File: config.mk
export PLATFORM = sky130hd
export DESIGN_NAME = rv_mul_dp_flat
export DESIGN_NICKNAME = d
export VERILOG_FILES = /design/src/rtl/rv_mul_dp_if.sv /design/src/rtl/rv_mul_dp.sv /design/src/flat_wrapper.sv
export SDC_FILE = /design/constraint.sdc
export NUM_CORES = 1
export LEC_CHECK = 0
export BUFFER_PORTS_ARGS = -buffer_cell sky130_fd_sc_hd__buf_2
export CAP_MARGIN = 20
export CORE_ASPECT_RATIO = 1.5
export CORE_MARGIN = 3
export CORE_UTILIZATION = 45
export CTS_CLUSTER_SIZE = 28
export DETAILED_ROUTE_END_ITERATION = 8
export PLACE_DENSITY = 0.75
export SYNTH_ARGS = -nofsm -noshare
export SYNTH_HDL_FRONTEND = slang
export SYNTH_SLANG_ARGS = --single-unit
File: constraint.sdc
create_clock -name clk -period 7.51 [get_ports clk]
set_clock_uncertainty 0.05 [all_clocks]
set_input_delay 0.3755 -clock clk [delete_from_list [all_inputs] [get_ports clk]]
set_output_delay 0.3755 -clock clk [all_outputs]
set_load 0.05 [all_outputs]
File: src/rtl/rv_mul_dp_if.sv
// Control-plane MUL micro-step bus between the sequencer and rv_mul_dp.
// Operands, step selects and the registered multiply results.
interface rv_mul_dp_if;
  logic [31:0] rs1_val;
  logic [31:0] rs2_val;
  logic [1:0]  Ma_sel;
  logic [1:0]  Mb_sel;
  logic [4:0]  Mshift_val;
  logic        Mupd_reg;
  logic        Mclr_reg;
  logic [31:0] mul_res;
  logic        mul_done;
  logic        mul_err;
  logic [3:0]  pair_cnt;

  modport master (
    output rs1_val, rs2_val,
    output Ma_sel, Mb_sel, Mshift_val,
    output Mupd_reg, Mclr_reg,
    input  mul_res, mul_done,
    input  mul_err, pair_cnt
  );

  modport slave (
    input  rs1_val, rs2_val,
    input  Ma_sel, Mb_sel, Mshift_val,
    input  Mupd_reg, Mclr_reg,
    output mul_res, mul_done,
    output mul_err, pair_cnt
  );
endinterface

File: src/rtl/rv_mul_dp.sv
// Byte-serial multiply datapath: accumulates ten 8x8 partial products
// into the low 32 bits of rs1*rs2 and tracks step coverage/errors.
module rv_mul_dp (
  input  logic           clk,
  input  logic           rst,
  rv_mul_dp_if.slave     bus
);

  logic [31:0] r_opA;
  logic [31:0] r_opB;
  logic [31:0] r_acc;
  logic [9:0]  r_cov;
  logic [3:0]  r_cnt;
  logic        r_err;
  logic        r_done;

  logic [7:0]  w_a_byte;
  logic [7:0]  w_b_byte;
  logic [15:0] w_prod;
  logic [31:0] w_addend;
  logic [2:0]  w_sum;
  logic        w_valid;
  logic [3:0]  w_idx;
  logic [9:0]  w_bit;
  logic        w_dup;
  logic        w_new;
  logic        w_bad;
  logic [9:0]  w_cov_nx;

  always_comb begin
    w_a_byte = r_opA[{bus.Ma_sel, 3'b000} +: 8];
    w_b_byte = r_opB[{bus.Mb_sel, 3'b000} +: 8];
    w_prod   = {8'b0, w_a_byte} * {8'b0, w_b_byte};
    w_addend = {16'b0, w_prod} << bus.Mshift_val;
    w_sum    = {1'b0, bus.Ma_sel} + {1'b0, bus.Mb_sel};
    w_valid  = (w_sum <= 3'd3);
  end

  // Coverage bit layout: a=0 -> 0..3, a=1 -> 4..6, a=2 -> 7..8, a=3 -> 9
  always_comb begin
    w_idx = 4'd0;
    case (bus.Ma_sel)
      2'd0:    w_idx = {2'b00, bus.Mb_sel};
      2'd1:    w_idx = 4'd4 + {2'b00, bus.Mb_sel};
      2'd2:    w_idx = 4'd7 + {2'b00, bus.Mb_sel};
      default: w_idx = 4'd9;
    endcase
  end

  always_comb begin
    w_bit    = w_valid ? (10'b1 << w_idx) : 10'b0;
    w_dup    = |(r_cov & w_bit);
    w_new    = w_valid & ~w_dup;
    w_bad    = ~w_valid | w_dup |
               ({1'b0, bus.Mshift_val} != {w_sum, 3'b000});
    w_cov_nx = r_cov | (w_new ? w_bit : 10'b0);
  end

  always_ff @(posedge clk) begin
    if (!rst) begin
      r_opA  <= '0;
      r_opB  <= '0;
      r_acc  <= '0;
      r_cov  <= '0;
      r_cnt  <= '0;
      r_err  <= 1'b0;
      r_done <= 1'b0;
    end else if (bus.Mclr_reg) begin
      r_opA  <= bus.rs1_val;
      r_opB  <= bus.rs2_val;
      r_acc  <= '0;
      r_cov  <= '0;
      r_cnt  <= '0;
      r_err  <= 1'b0;
      r_done <= 1'b0;
    end else if (bus.Mupd_reg) begin
      r_acc  <= r_acc + w_addend;
      r_cov  <= w_cov_nx;
      r_cnt  <= r_cnt + {3'b000, w_new};
      r_err  <= r_err | w_bad;
      r_done <= &w_cov_nx;
    end
  end

  assign bus.mul_res  = r_acc;
  assign bus.mul_done = r_done;
  assign bus.mul_err  = r_err;
  assign bus.pair_cnt = r_cnt;

endmodule
File: src/flat_wrapper.sv
// flat-port wrapper written by rule: the top's interface ports become plain ports
module rv_mul_dp_flat 
  (clk, rst, bus_rs1_val, bus_rs2_val, bus_Ma_sel, bus_Mb_sel, bus_Mshift_val, bus_Mupd_reg, bus_Mclr_reg, bus_mul_res, bus_mul_done, bus_mul_err, bus_pair_cnt);
  rv_mul_dp_if bus_i ();
  input  logic clk;
  input  logic rst;
  input wire logic [$bits(bus_i.rs1_val)-1:0] bus_rs1_val;
  input wire logic [$bits(bus_i.rs2_val)-1:0] bus_rs2_val;
  input wire logic [$bits(bus_i.Ma_sel)-1:0] bus_Ma_sel;
  input wire logic [$bits(bus_i.Mb_sel)-1:0] bus_Mb_sel;
  input wire logic [$bits(bus_i.Mshift_val)-1:0] bus_Mshift_val;
  input wire logic [$bits(bus_i.Mupd_reg)-1:0] bus_Mupd_reg;
  input wire logic [$bits(bus_i.Mclr_reg)-1:0] bus_Mclr_reg;
  output wire logic [$bits(bus_i.mul_res)-1:0] bus_mul_res;
  output wire logic [$bits(bus_i.mul_done)-1:0] bus_mul_done;
  output wire logic [$bits(bus_i.mul_err)-1:0] bus_mul_err;
  output wire logic [$bits(bus_i.pair_cnt)-1:0] bus_pair_cnt;
  assign bus_i.rs1_val = bus_rs1_val;
  assign bus_i.rs2_val = bus_rs2_val;
  assign bus_i.Ma_sel = bus_Ma_sel;
  assign bus_i.Mb_sel = bus_Mb_sel;
  assign bus_i.Mshift_val = bus_Mshift_val;
  assign bus_i.Mupd_reg = bus_Mupd_reg;
  assign bus_i.Mclr_reg = bus_Mclr_reg;
  assign bus_mul_res = bus_i.mul_res;
  assign bus_mul_done = bus_i.mul_done;
  assign bus_mul_err = bus_i.mul_err;
  assign bus_pair_cnt = bus_i.pair_cnt;
  rv_mul_dp u_core (.clk(clk), .rst(rst), .bus(bus_i));
endmodule
# --- Yosys cells after proc, flatten, opt, wreduce, memory -nomap -nowiden ---
# Cells that the tools add are included.
word_totals:
  register_bits: 112
  inputBits: 77
  out_inout_bits: 38
  word_cells: 37
classes:
  add_sub_neg: 5
  mul: 1
  order_cmp: 1
  eq_ne: 3
  n_shift: 4
  mux: 3
  bitwise_logic: 9
  reduce_logical: 4
ops:
  columns: ["op", "count"]
  rows:
  - ["$shiftx 32x6->8", 2]
  - ["$add 32x32->32", 1]
  - ["$shl 16x5->32", 1]
  - ["$mux 10", 2]
  - ["$mul 8x8->16", 1]
  - ["$pmux 4 s3", 1]
  - ["$and 10x10->10", 1]
  - ["$or 10x10->10", 1]
  - ["$reduce_and 10->1", 1]
  - ["$reduce_or 10->1", 1]
  - ["$shl 1x4->10 const A", 1]
  - ["$add 3x2->4 const A", 2]
  - ["$ne 5x6->1", 1]
  - ["$add 4x1->4", 1]
  - ["$add 2x2->3", 1]
  - ["$le 3x2->1 const B", 1]
  - ["$not 1->1", 3]
  - ["$or 1x1->1", 3]
  - ["$eq 2x1->1 const B", 1]
  - ["$eq 2x2->1 const B", 1]
  - ["$logic_not 2->1", 1]
  - ["$reduce_or 2->1", 1]
  - ["$and 1x1->1", 1]

# --- Longest topological paths before layout ---
# Gate-level depths: netlist of run 1.
depth:
  ltp_word: 11
  ltp_mapped: 33
  mapped_depth_nobuf: 30

# --- Worst setup path before layout of run 1 ---
# Ideal clock, no wire load.
synth_timing:
  path_type: "in2reg"
  start: "input port bus_Mb_sel[0]"
  end: "register u_core.r_acc[31] (netlist: u_core.bus.mul_res[31])"
  setup_ns: 0.072
  arrival_time_ns: 7.827
  required_ns: 7.388
  path_slack_ns: -0.439
  stages: 30
  path_buffers: 3
  path_cell_list: "buf_4 buf_2 mux4_2 and2_1 fa_1 fa_1 fa_1 inv_1 fa_1 inv_1 ha_1 a41oi_1 o221ai_1 and2_1 a311oi_2 xor2_1 mux4_2 mux2i_1 a221o_1 ha_1 clkbuf_1 a21o_1 or3_1 o2111ai_1 o2111ai_1 nand2_1 o21ai_0 or2_0 mux2i_1 mux2i_1"
synth_between:
  elab_chain_len: 4
synth_rtl:
  columns: ["element", "line", "rtl"]
  rows:
  - ["start, declared", "flat_wrapper.sv:10", "input wire logic [$bits(bus_i.Mb_sel)-1:0] bus_Mb_sel;"]
  - ["$shiftx 32x6->8", "rv_mul_dp.sv:32", "w_b_byte = r_opB[{bus.Mb_sel, 3'b000} +: 8];"]
  - ["$mul 8x8->16", "rv_mul_dp.sv:33", "w_prod = {8'b0, w_a_byte} * {8'b0, w_b_byte};"]
  - ["$shl 16x5->32", "rv_mul_dp.sv:34", "w_addend = {16'b0, w_prod} << bus.Mshift_val;"]
  - ["$add 32x32->32", "rv_mul_dp.sv:77", "r_acc <= r_acc + w_addend;"]
  - ["end signal, assigned", "rv_mul_dp.sv:77", null]
  - ["end, declared", "rv_mul_dp.sv:11", "logic [31:0] r_acc;"]
# Every way passes these cells.
# A chain may end at the register's enable or synchronous reset.

# --- Final worst setup path of run 1 ---
layout_timing:
  start: "register u_core.r_opB[26]"
  end: "register u_core.r_acc[31] (netlist: u_core.bus.mul_res[31])"
layout_between:
  elab_chain_len: 4
layout_rtl:
  columns: ["element", "line", "rtl"]
  rows:
  - ["start, declared", "rv_mul_dp.sv:10", "logic [31:0] r_opB;"]
  - ["start signal, assigned", "rv_mul_dp.sv:70", "r_opB <= bus.rs2_val;"]
  - ["$shiftx 32x6->8", "rv_mul_dp.sv:32", null]
  - ["$mul 8x8->16", "rv_mul_dp.sv:33", null]
  - ["$shl 16x5->32", "rv_mul_dp.sv:34", null]
  - ["$add 32x32->32", "rv_mul_dp.sv:77", null]
# Every way passes these cells.

==> run metrics, run 1 <==
outcome=finished with violations; failing checks=setup timing; clk_lat worst skew=380 ps; Max-slew headroom=32.0%; synthesized flop and latch total=112; Leak Pwr=0.00594 uW; prevailing post-synth register cell=dfxtp_1; Worst Hold Class=in -> reg; delay-heaviest family, CP=adder cells; # fillers=1748; Longest Clk Path Bufs=2; Distinct cells, synth=73; FF-to-FF path depth=28; Ports=115; antenna cells=0; Mapped Area=9560 um2; Fmax=132 MHz; post-layout util=60.0%; DIE WIDTH=125 um; Fin Hold WS=199 ps; pwr dens=136 nW/um2; DRC violations left=0; Final Critical Period=7560 ps; Rows=64; CTS buffer count=9; Critical R2R Launch=u_core.r_opB[26]$_SDFFE_PN0P_; pin count of the biggest net entering global routing=67; Worst VDD drop=0.206 mV; FFs w/ async S/R, synth=0%; setup repair after global routing missed its margin=true; Mapped Cells=1074; Core Region=20700 um2; Initial DRC Count=388; most frequent cell after synthesis=dfxtp_1; Final Max Slew Viols=0; Yosys warning count=0; Post-DP HPWL=20.4 mm; first-pass iteration count of the detailed router=4; H-tree levels=3; Register-to-Register Setup Slack=-50 ps; fin worst setup slack=-50.3 ps; Worst Setup EP=u_core.bus.mul_res[31]$_SDFFE_PP0P_; first-pass GRT wire length=42.3 mm; GPL Wtd Cong=0.967; All-Layer GR Usage=22.4%; TNS Setup=-71.4 ps; Clock Pin Slew Worst Setup and Hold Paths=80 ps; average instance area after synthesis=8.90 um2; DRT antenna net count=0; share of post-route cells with drive strength above 1=32.0%; die area=23100 um2; kind of critical path=reg -> reg; Startpoint Class=flop; worst-margin pin slew=1020 ps; worst endpoint required time=7780 ps; endpoints failing hold=0; top cells by count, synth=dfxtp_1 (112), mux2i_1 (103), nor2_1 (77), inv_1 (72), ha_1 (71); Synth area leaders=dfxtp_1 (23%), mux2i_1 (11%), ha_1 (9.3%), fa_1 (8.0%), mux4_2 (5.4%); initial antenna violation count=0; Reg-to-Reg End=u_core.bus.mul_res[31]$_SDFFE_PP0P_; Port Buffers=114; CP most frequent cell=fa_1; vias in the first global route=8956; dominant cell type by area after synthesis=dfxtp_1; Final period util=101%; Initial Util=46.3%; dpl ws=-709 ps; crit path DAT=7830 ps; Wirelength per Cell=16.8 um; start point of the critical path=u_core.r_opB[26]$_SDFFE_PN0P_; crit path max fanout=3; top-area cell type share of the netlist area=23.5%; number of clock sinks=112; die height=184 um; Final Setup Violations=2; vias per cell=5.54; number of flops mapped to enable cells by yosys=0; largest stage delay on the critical path=550 ps; total grt overflow=0; Max Cap Viol=0; CTS tree=done; Worst path depth=28; Nets=1506; total wire length=26.7 mm; Bufs and invs on worst path=3; Crit. End Element=flop; sequential area share after synthesis=23.5%; CP max-delay cell=fa_1; total number of vias=8797; clk root buf=clkbuf_16; total power=1690 uW; Mapped Nets=1260; synth-to-layout area growth=29.7%
sequential cells by signal (all words and copies together) (netlist names):
register	count
u_core.bus.mul_done	1
u_core.bus.mul_err	1
u_core.bus.mul_res	32
u_core.bus.pair_cnt	4
u_core.r_cov	10
u_core.r_opA	32
u_core.r_opB	32
how the worst min path moves through the flow:
stage,endpoint,start,depth (start not counted)
2_1_floorplan,u_core.r_cov[9]$_SDFFE_PP0P_,u_core.r_cov[9]$_SDFFE_PP0P_,2
3_3_place_gp,u_core.bus.mul_err$_SDFFE_PP0P_,u_core.bus.mul_err$_SDFFE_PP0P_,2
3_5_place_dp,u_core.bus.mul_done$_SDFFE_PP0P_,u_core.bus.mul_done$_SDFFE_PP0P_,1
4_1_cts,u_core.r_opB[19]$_SDFFE_PN0P_,bus_rs2_val[19],3
5_1_grt,u_core.r_opA[25]$_SDFFE_PN0P_,bus_rs1_val[25],3
6_report,u_core.r_opB[19]$_SDFFE_PN0P_,bus_rs2_val[19],3
layout make-up:
type / instances / area [um2] / share of cell area (%)
Multi-Input combinational cell: 840 / 7380 / 59.5
Sequential cell: 112 / 2250 / 18.1
Tap cell: 264 / 330 / 2.66
Clock inverter: 7 / 75.1 / 0.606
Inverter: 73 / 274 / 2.21
Timing Repair Buffer: 284 / 1870 / 15.1
Clock buffer: 9 / 225 / 1.82
power by group:
part | switching, uW | internal [uW] | total (uW)
clock network | 247 | 262 | 509
logic | 284 | 261 | 545
registers | 17.3 | 619 | 637
total | 548 | 1140 | 1690
worst register-to-register path: cells and delay by family (launching register included):
| kind | cells | cell delay, ps |
|---|---|---|
| adder cells (fa/ha/maj) | 6 | 2420 |
| AO/OA/AOI/OAI | 8 | 1670 |
| multiplexers | 5 | 1580 |
| AND/OR/NAND/NOR | 5 | 1030 |
| flip-flops | 1 | 330 |
| buffers and inverters | 3 | 250 |
| XOR/XNOR | 1 | 150 |
routing by layer:
| metal | track usage, % | wire (um) | up-vias |
|---|---|---|---|
| met1 | 23.0 | 10100 | 4216 |
| li1 | - | - | 4278 |
| met3 | 3.07 | 893 | 74 |
| met4 | 11.9 | 1270 | 0 |
| met2 | 43.5 | 14500 | 229 |
| met5 | 0 | 0 | - |
what timing repair did:
| action | in CTS | in global routing |
|---|---|---|
| setup endpoints to repair | 13 | 17 |
| endpoints found under the hold margin | 0 | 0 |
| buffers inserted | 17 | 14 |
| resized for setup | 36 | 78 |
| pin swaps | 33 | 60 |
| hold buffers | 0 | 0 |
cell usage in the layout (no fill, tap or decap), types with 8 or more instances in the layout:
cell,instances
buf_4,166
buf_2,113
dfxtp_1,108
mux2i_1,97
nor2_1,73
nor2b_1,70
inv_1,68
nand2_1,66
ha_1,62
and2_1,50
a21oi_1,44
fa_1,38
mux4_2,23
o21ai_0,22
xnor2_1,19
a21o_1,18
xor2_1,17
nor3_1,13
o21a_1,11
and3_1,11
nand3_1,9
a211oi_1,9
a31oi_1,9
ha_4,9
clkbuf_16,9
a21oi_2,8
or3_1,8
and2_4,8
o21ai_1,8
o211ai_1,8
stage by stage:
| stage | cells | area, um2 |
|---|---|---|
| after floorplan | 1074 | 9650 |
| after global placement | 1542 | 11400 |
| after detailed placement | 1542 | 11400 |
| after CTS | 1575 | 11900 |
| after global routing | 1589 | 12400 |
| final | 1589 | 12400 |
cells by family (layout without fill, tap and decap cells):
logic type / count (synthesis) / in the layout / share of synthesized area [%]
and+or+nand+nor: 351 / 351 / 19.4
AOI/OAI and AO/OA: 211 / 211 / 14.6
muxes: 129 / 129 / 16.6
buffers and inverters: 122 / 373 / 5.05
DFF: 112 / 112 / 23.5
adders and majority gates: 109 / 109 / 17.3
xor gates and xnor gates: 40 / 40 / 3.67
Note: power is estimated with default switching activity, not from simulation.
==> inputs of run 2 (changes only) <==
--- a/config.mk
+++ b/config.mk
@@ -5,6 +5,7 @@
 export SDC_FILE = /design/constraint.sdc
 export NUM_CORES = 1
 export LEC_CHECK = 0
+export ABC_AREA = 1
 export BUFFER_PORTS_ARGS = -buffer_cell sky130_fd_sc_hd__buf_2
 export CAP_MARGIN = 20
 export CORE_ASPECT_RATIO = 1.5
==> run 2 against run 1 <==
  * First-iteration DRC count up 16%
  * Clock power rose by 3%
  * Total power up 13%
  * Final area fell by 10%
  * Via count up 12%
  * The flow now finishes without violations
  * Critical path type unchanged
  * Combinational power increased by 35%
==> run metrics, run 2 <==
outcome=finished, final reports clean; top-area cell type share of the netlist area=23.6%; Finished Layout Cells=1867; post-layout util=54.0%; Post-DP HPWL=22.0 mm; DRC violations left=0; share of post-route cells with drive strength above 1=14.6%; dpl ws=-179 ps; Final period util=92.5%; Port Buffers=114; first-pass iteration count of the detailed router=5; first-pass GRT wire length=44.3 mm; setup repair after global routing missed its margin=false; Initial Util=46.1%; total grt overflow=0; die height=184 um; DIE WIDTH=125 um; Ports=115; Mapped Cells=1469; fin worst setup slack=565 ps; synthesized flop and latch total=112; Leak Pwr=0.00585 uW; Initial DRC Count=449; kind of critical path=reg -> reg; met1 GRT Util=23.7%; Max-slew headroom=38.0%; worst endpoint required time=7730 ps; Nets=1784; Startpoint Class=flop; number of clock sinks=112; Fmax=144 MHz; post-route cell area=11100 um2; top cells by count, synth=nor2_1 (311), nand2_1 (253), inv_1 (189), o21ai_0 (159), dfxtp_1 (112); vias per cell=5.25; # fillers=2054; Mapped Area=9490 um2; Worst Hold Class=in -> reg; worst-margin pin slew=931 ps; CTS buffer count=9; Placed Cells=1849; Fin Hold WS=169 ps; most frequent cell after synthesis=nor2_1; crit path max fanout=5; Synth area leaders=dfxtp_1 (24%), nor2_1 (12%), nand2_1 (10%), ha_1 (9.4%), o21ai_0 (8.4%); sequential area share after synthesis=23.6%; Yosys warning count=0; Final Setup Violations=0; Longest Clk Path Bufs=2; CP max-delay cell=fa_1; commonest non-fill, non-tap cell in the layout=nor2_1; met2 Usage GRT=46.2%; Wirelength per Cell=14.5 um; initial antenna violation count=0; H-tree levels=3; Distinct cells, synth=50; Clock Pin Slew Worst Setup and Hold Paths=90 ps; number of flops mapped to enable cells by yosys=0; Core Region=20600 um2; pin count of the biggest net entering global routing=66; endpoints failing hold=0; total wire length=27.0 mm; GR Util met3=2.47%; average instance area after synthesis=6.46 um2; dominant cell type by area after synthesis=dfxtp_1; Mapped Nets=1655; crit path DAT=7170 ps; Max Cap Viol=0; vias in the first global route=9487; CP most frequent cell=nand2_1; FFs w/ async S/R, synth=0%; All-Layer GR Usage=23.3%; GR peak layer=met2; prevailing post-synth register cell=dfxtp_1; Placed Area=10600 um2; total number of vias=9809; Crit. End Element=flop; Final Critical Period=6950 ps; pwr dens=171 nW/um2; GPL Wtd Cong=0.978; antenna cells=0; clk root buf=clkbuf_16; most frequent cells in the layout=nor2_1 (309), nand2_1 (251), inv_1 (186), o21ai_0 (147), buf_2 (114); Rows=64; synth-to-layout area growth=17.1%; DRT antenna net count=0; die area=22900 um2; CTS tree=done; clk_lat worst skew=370 ps; Worst VDD drop=0.135 mV; largest stage delay on the critical path=540 ps; Final Max Slew Viols=0
[run 2: cell types whose count changed after synthesis, sizes merged, moves of 23 or more]
cell / previous run / this run
inv: 73 / 194
o21ai: 37 / 167
nor2b: 70 / 0
nor2: 77 / 313
mux2i: 103 / 4
nand2: 68 / 256
mux4: 23 / 0
and2: 58 / 3
nand3: 10 / 62
[run 2: what timing repair did]
| item | 4_1_cts | 5_1_grt |
|---|---|---|
| buffers inserted | 0 | 1 |
| hold buffers | 0 | 0 |
| resized for setup | 0 | 38 |
| endpoints found under the setup margin | 0 | 19 |
[run 2: layout make-up]
type	count	area (um2)	share of cell area, %
Timing Repair Buffer	174	1040	9.36
Tap cell	264	330	2.97
Multi-Input combinational cell	1103	6430	57.8
Clock buffer	9	225	2.03
Inverter	198	752	6.76
Clock inverter	7	100	0.900
Sequential cell	112	2240	20.2
[run 2: worst paths after layout]
path	depth (start not counted)	slack (ps)	endpoint	start
worst max-delay path	39	560	u_core.bus.mul_res[28]$_SDFFE_PP0P_	u_core.r_opB[6]$_SDFFE_PN0P_
worst min-delay path	3	170	u_core.r_opA[29]$_SDFFE_PN0P_	bus_rs1_val[29]
worst max register to register	39	560	u_core.bus.mul_res[28]$_SDFFE_PP0P_	u_core.r_opB[6]$_SDFFE_PN0P_
worst min register to register	2	420	u_core.r_opA[9]$_SDFFE_PN0P_	u_core.r_opA[9]$_SDFFE_PN0P_
[run 2: worst max-delay path: cells and delay by family, from the launching register on]
kind,cells,cell delay (ps)
flip-flops,1,350
AO/OA/AOI/OAI,8,1450
adder cells (fa/ha/maj),6,2730
multiplexers,1,150
AND/OR/NAND/NOR,17,1620
buffers and inverters,7,470
[run 2: cells by family after synthesis]
kind of cell | share of synthesized area, %
AND/OR/NAND/NOR | 28.2
AO/OA/AOI/OAI | 17.1
buffers and inverters | 10.2
flip-flops | 23.6
adder cells (fa/ha/maj) | 17.4
XOR/XNOR | 3.14
multiplexers | 0.422
[run 2: routing by layer]
layer	part of all wire [%]	routed length [um]
met1	38	10200
met2	54	14700
met3	3.2	871
met4	4.8	1300
met5	0	0
[run 2: through the flow]
stage          TNS (ps)  total power, uW
2_1_floorplan         0             1140
3_3_place_gp       -117             1340
3_5_place_dp      -1230             1350
4_1_cts               0             1880
5_1_grt               0             2040
6_report              0             1900
[run 2: power by group]
group	leakage, uW	switching, uW	internal, uW
Sequential	0.000923	21.3	626
Clock	0.000158	274	248
Combinational	0.00477	459	275
Total	0.00585	754	1150
==> inputs of run 3 (changes only) <==
--- a/config.mk
+++ b/config.mk
@@ -8,11 +8,12 @@
 export ABC_AREA = 1
 export BUFFER_PORTS_ARGS = -buffer_cell sky130_fd_sc_hd__buf_2
 export CAP_MARGIN = 20
-export CORE_ASPECT_RATIO = 1.5
+export CORE_ASPECT_RATIO = 1.4
 export CORE_MARGIN = 3
 export CORE_UTILIZATION = 45
 export CTS_CLUSTER_SIZE = 28
 export DETAILED_ROUTE_END_ITERATION = 8
+export GPL_TIMING_DRIVEN = 0
 export PLACE_DENSITY = 0.75
 export SYNTH_ARGS = -nofsm -noshare
 export SYNTH_HDL_FRONTEND = slang
==> run 3 against run 2 <==
  * Sequential cell count is the same
  * Combinational power grew 1%
  * Count of clock-buffer cells in the layout is the same
  * Highest routed layer unchanged
  * Clock power shrank 0.8%
  * Final area grew 0.88%
  * Via count grew 1.6%
  * Fmax shrank 3.8%
==> run metrics, run 3 (synthesis gave the netlist of run 2 again) <==
crit path max fanout=8; Worst Hold Class=in -> reg; CTS tree=done; All-Layer GR Usage=24.0%; Initial DRC Count=483; Critical R2R Launch=u_core.r_opA[5]$_SDFFE_PN0P_; DIE WIDTH=129 um; Longest Clk Path Bufs=2; pin count of the biggest net entering global routing=24; largest stage delay on the critical path=550 ps; H-tree levels=3; Final Max Slew Viols=0; outcome=finished, final reports clean; Multi-input gate area=6640 um2; start point of the critical path=bus_Ma_sel[0]; post-route cell area=11200 um2; Crit. End Element=flop; post-layout util=54.3%; Bufs and invs on worst path=8; Leak Pwr=0.00575 uW; Final Critical Period=7220 ps; Max-slew headroom=57.9%; initial antenna violation count=0; vias per cell=5.34; commonest non-fill, non-tap cell in the layout=nor2_1; clk root buf=clkbuf_16; vias in the first global route=9608; Placed Area=10400 um2; CTS buffer count=9; Fmax=139 MHz; DRC violations left=0; Wirelength per Cell=15.1 um; hold path startpoint=bus_rs1_val[28]; CP max-delay cell=fa_1; kind of critical path=in -> reg; Clock Pin Slew Worst Setup and Hold Paths=90 ps; number of clock sinks=112; # fillers=2017; crit path DAT=7430 ps; pwr dens=170 nW/um2; Max Cap Viol=0; Nets=1792; Final Setup Violations=0; total grt overflow=0; delay-heaviest family, CP=adder cells; Worst VDD drop=0.124 mV; synth-to-layout area growth=18.1%; endpoints failing hold=0; worst-margin pin slew=632 ps; # hold bufs at CTS=0; Core Region=20600 um2; total wire length=28.1 mm; clk_lat worst skew=370 ps; antenna cells=0; Startpoint Class=input pin; DRT antenna net count=0; Fin Hold WS=176 ps; total number of vias=9970; share of post-route cells with drive strength above 1=14.3%; most frequent cells in the layout=nor2_1 (301), nand2_1 (252), inv_1 (182), o21ai_0 (141); first-pass GRT wire length=44.8 mm; Post-DP HPWL=22.6 mm; GPL Wtd Cong=0.975; worst endpoint required time=7720 ps; die area=22900 um2; Reg area=2240 um2; CP most frequent cell=nand2_1; Final period util=96.1%; Port Buffers=109; first-pass iteration count of the detailed router=5; Initial Util=46.0%; Rows=62; die height=178 um; Ports=115
## run 3: final cells by class
| cell class | count | share of cell area, % |
|---|---|---|
| sequential | 112 | 20.0 |
| buffer | 53 | 1.97 |
| tap | 256 | 2.86 |
| clock buffer | 9 | 2.01 |
| timing repair buffer | 129 | 6.43 |
| multi-input combinational | 1103 | 59.2 |
| clock inverter | 7 | 0.792 |
| inverter | 198 | 6.76 |
## run 3: worst paths after layout
| path | endpoint | slack [ps] | cells past startpoint |
|---|---|---|---|
| setup / recovery | u_core.bus.mul_res[29]$_SDFFE_PP0P_ | 290 | 41 |
| hold / removal | u_core.r_opA[28]$_SDFFE_PN0P_ | 180 | 3 |
| setup reg to reg | u_core.bus.mul_res[29]$_SDFFE_PP0P_ | 470 | 39 |
| hold reg to reg | u_core.r_opA[9]$_SDFFE_PN0P_ | 410 | 2 |
## run 3: report_power, final
| part | internal, uW | switching (uW) | total [uW] |
|---|---|---|---|
| combinational | 267 | 475 | 742 |
| sequential | 626 | 23.3 | 650 |
| clock | 245 | 273 | 518 |
| total | 1140 | 771 | 1910 |
## run 3: per-layer routing
metal	global-route usage, %	wire (um)
met5	0	0
met4	11.1	1200
met3	2.56	1110
met2	45.7	14900
met1	26.0	10900
## run 3: repair_timing
action	CTS	global route
resized for setup	26	74
pin swaps	1	15
hold endpoints to repair	0	0
endpoints found under the setup margin	20	19
setup buffers	2	18
## run 3: stage by stage
stage	worst slack, ps	total power (uW)	setup TNS (ps)	instances
floorplan	665	1140	0	1469
global placement	-1080	1300	-16540	1834
detailed placement	-1120	1320	-18050	1834
CTS	3.25	1850	0	1851
global route	-84.4	2030	-355	1867
finish	290	1910	0	1867
## run 3: tightest hold or removal path: cells and delay by family
kind	cells	cell delay [ps]
buffers and inverters	1	70
and+or+nand+nor	2	110
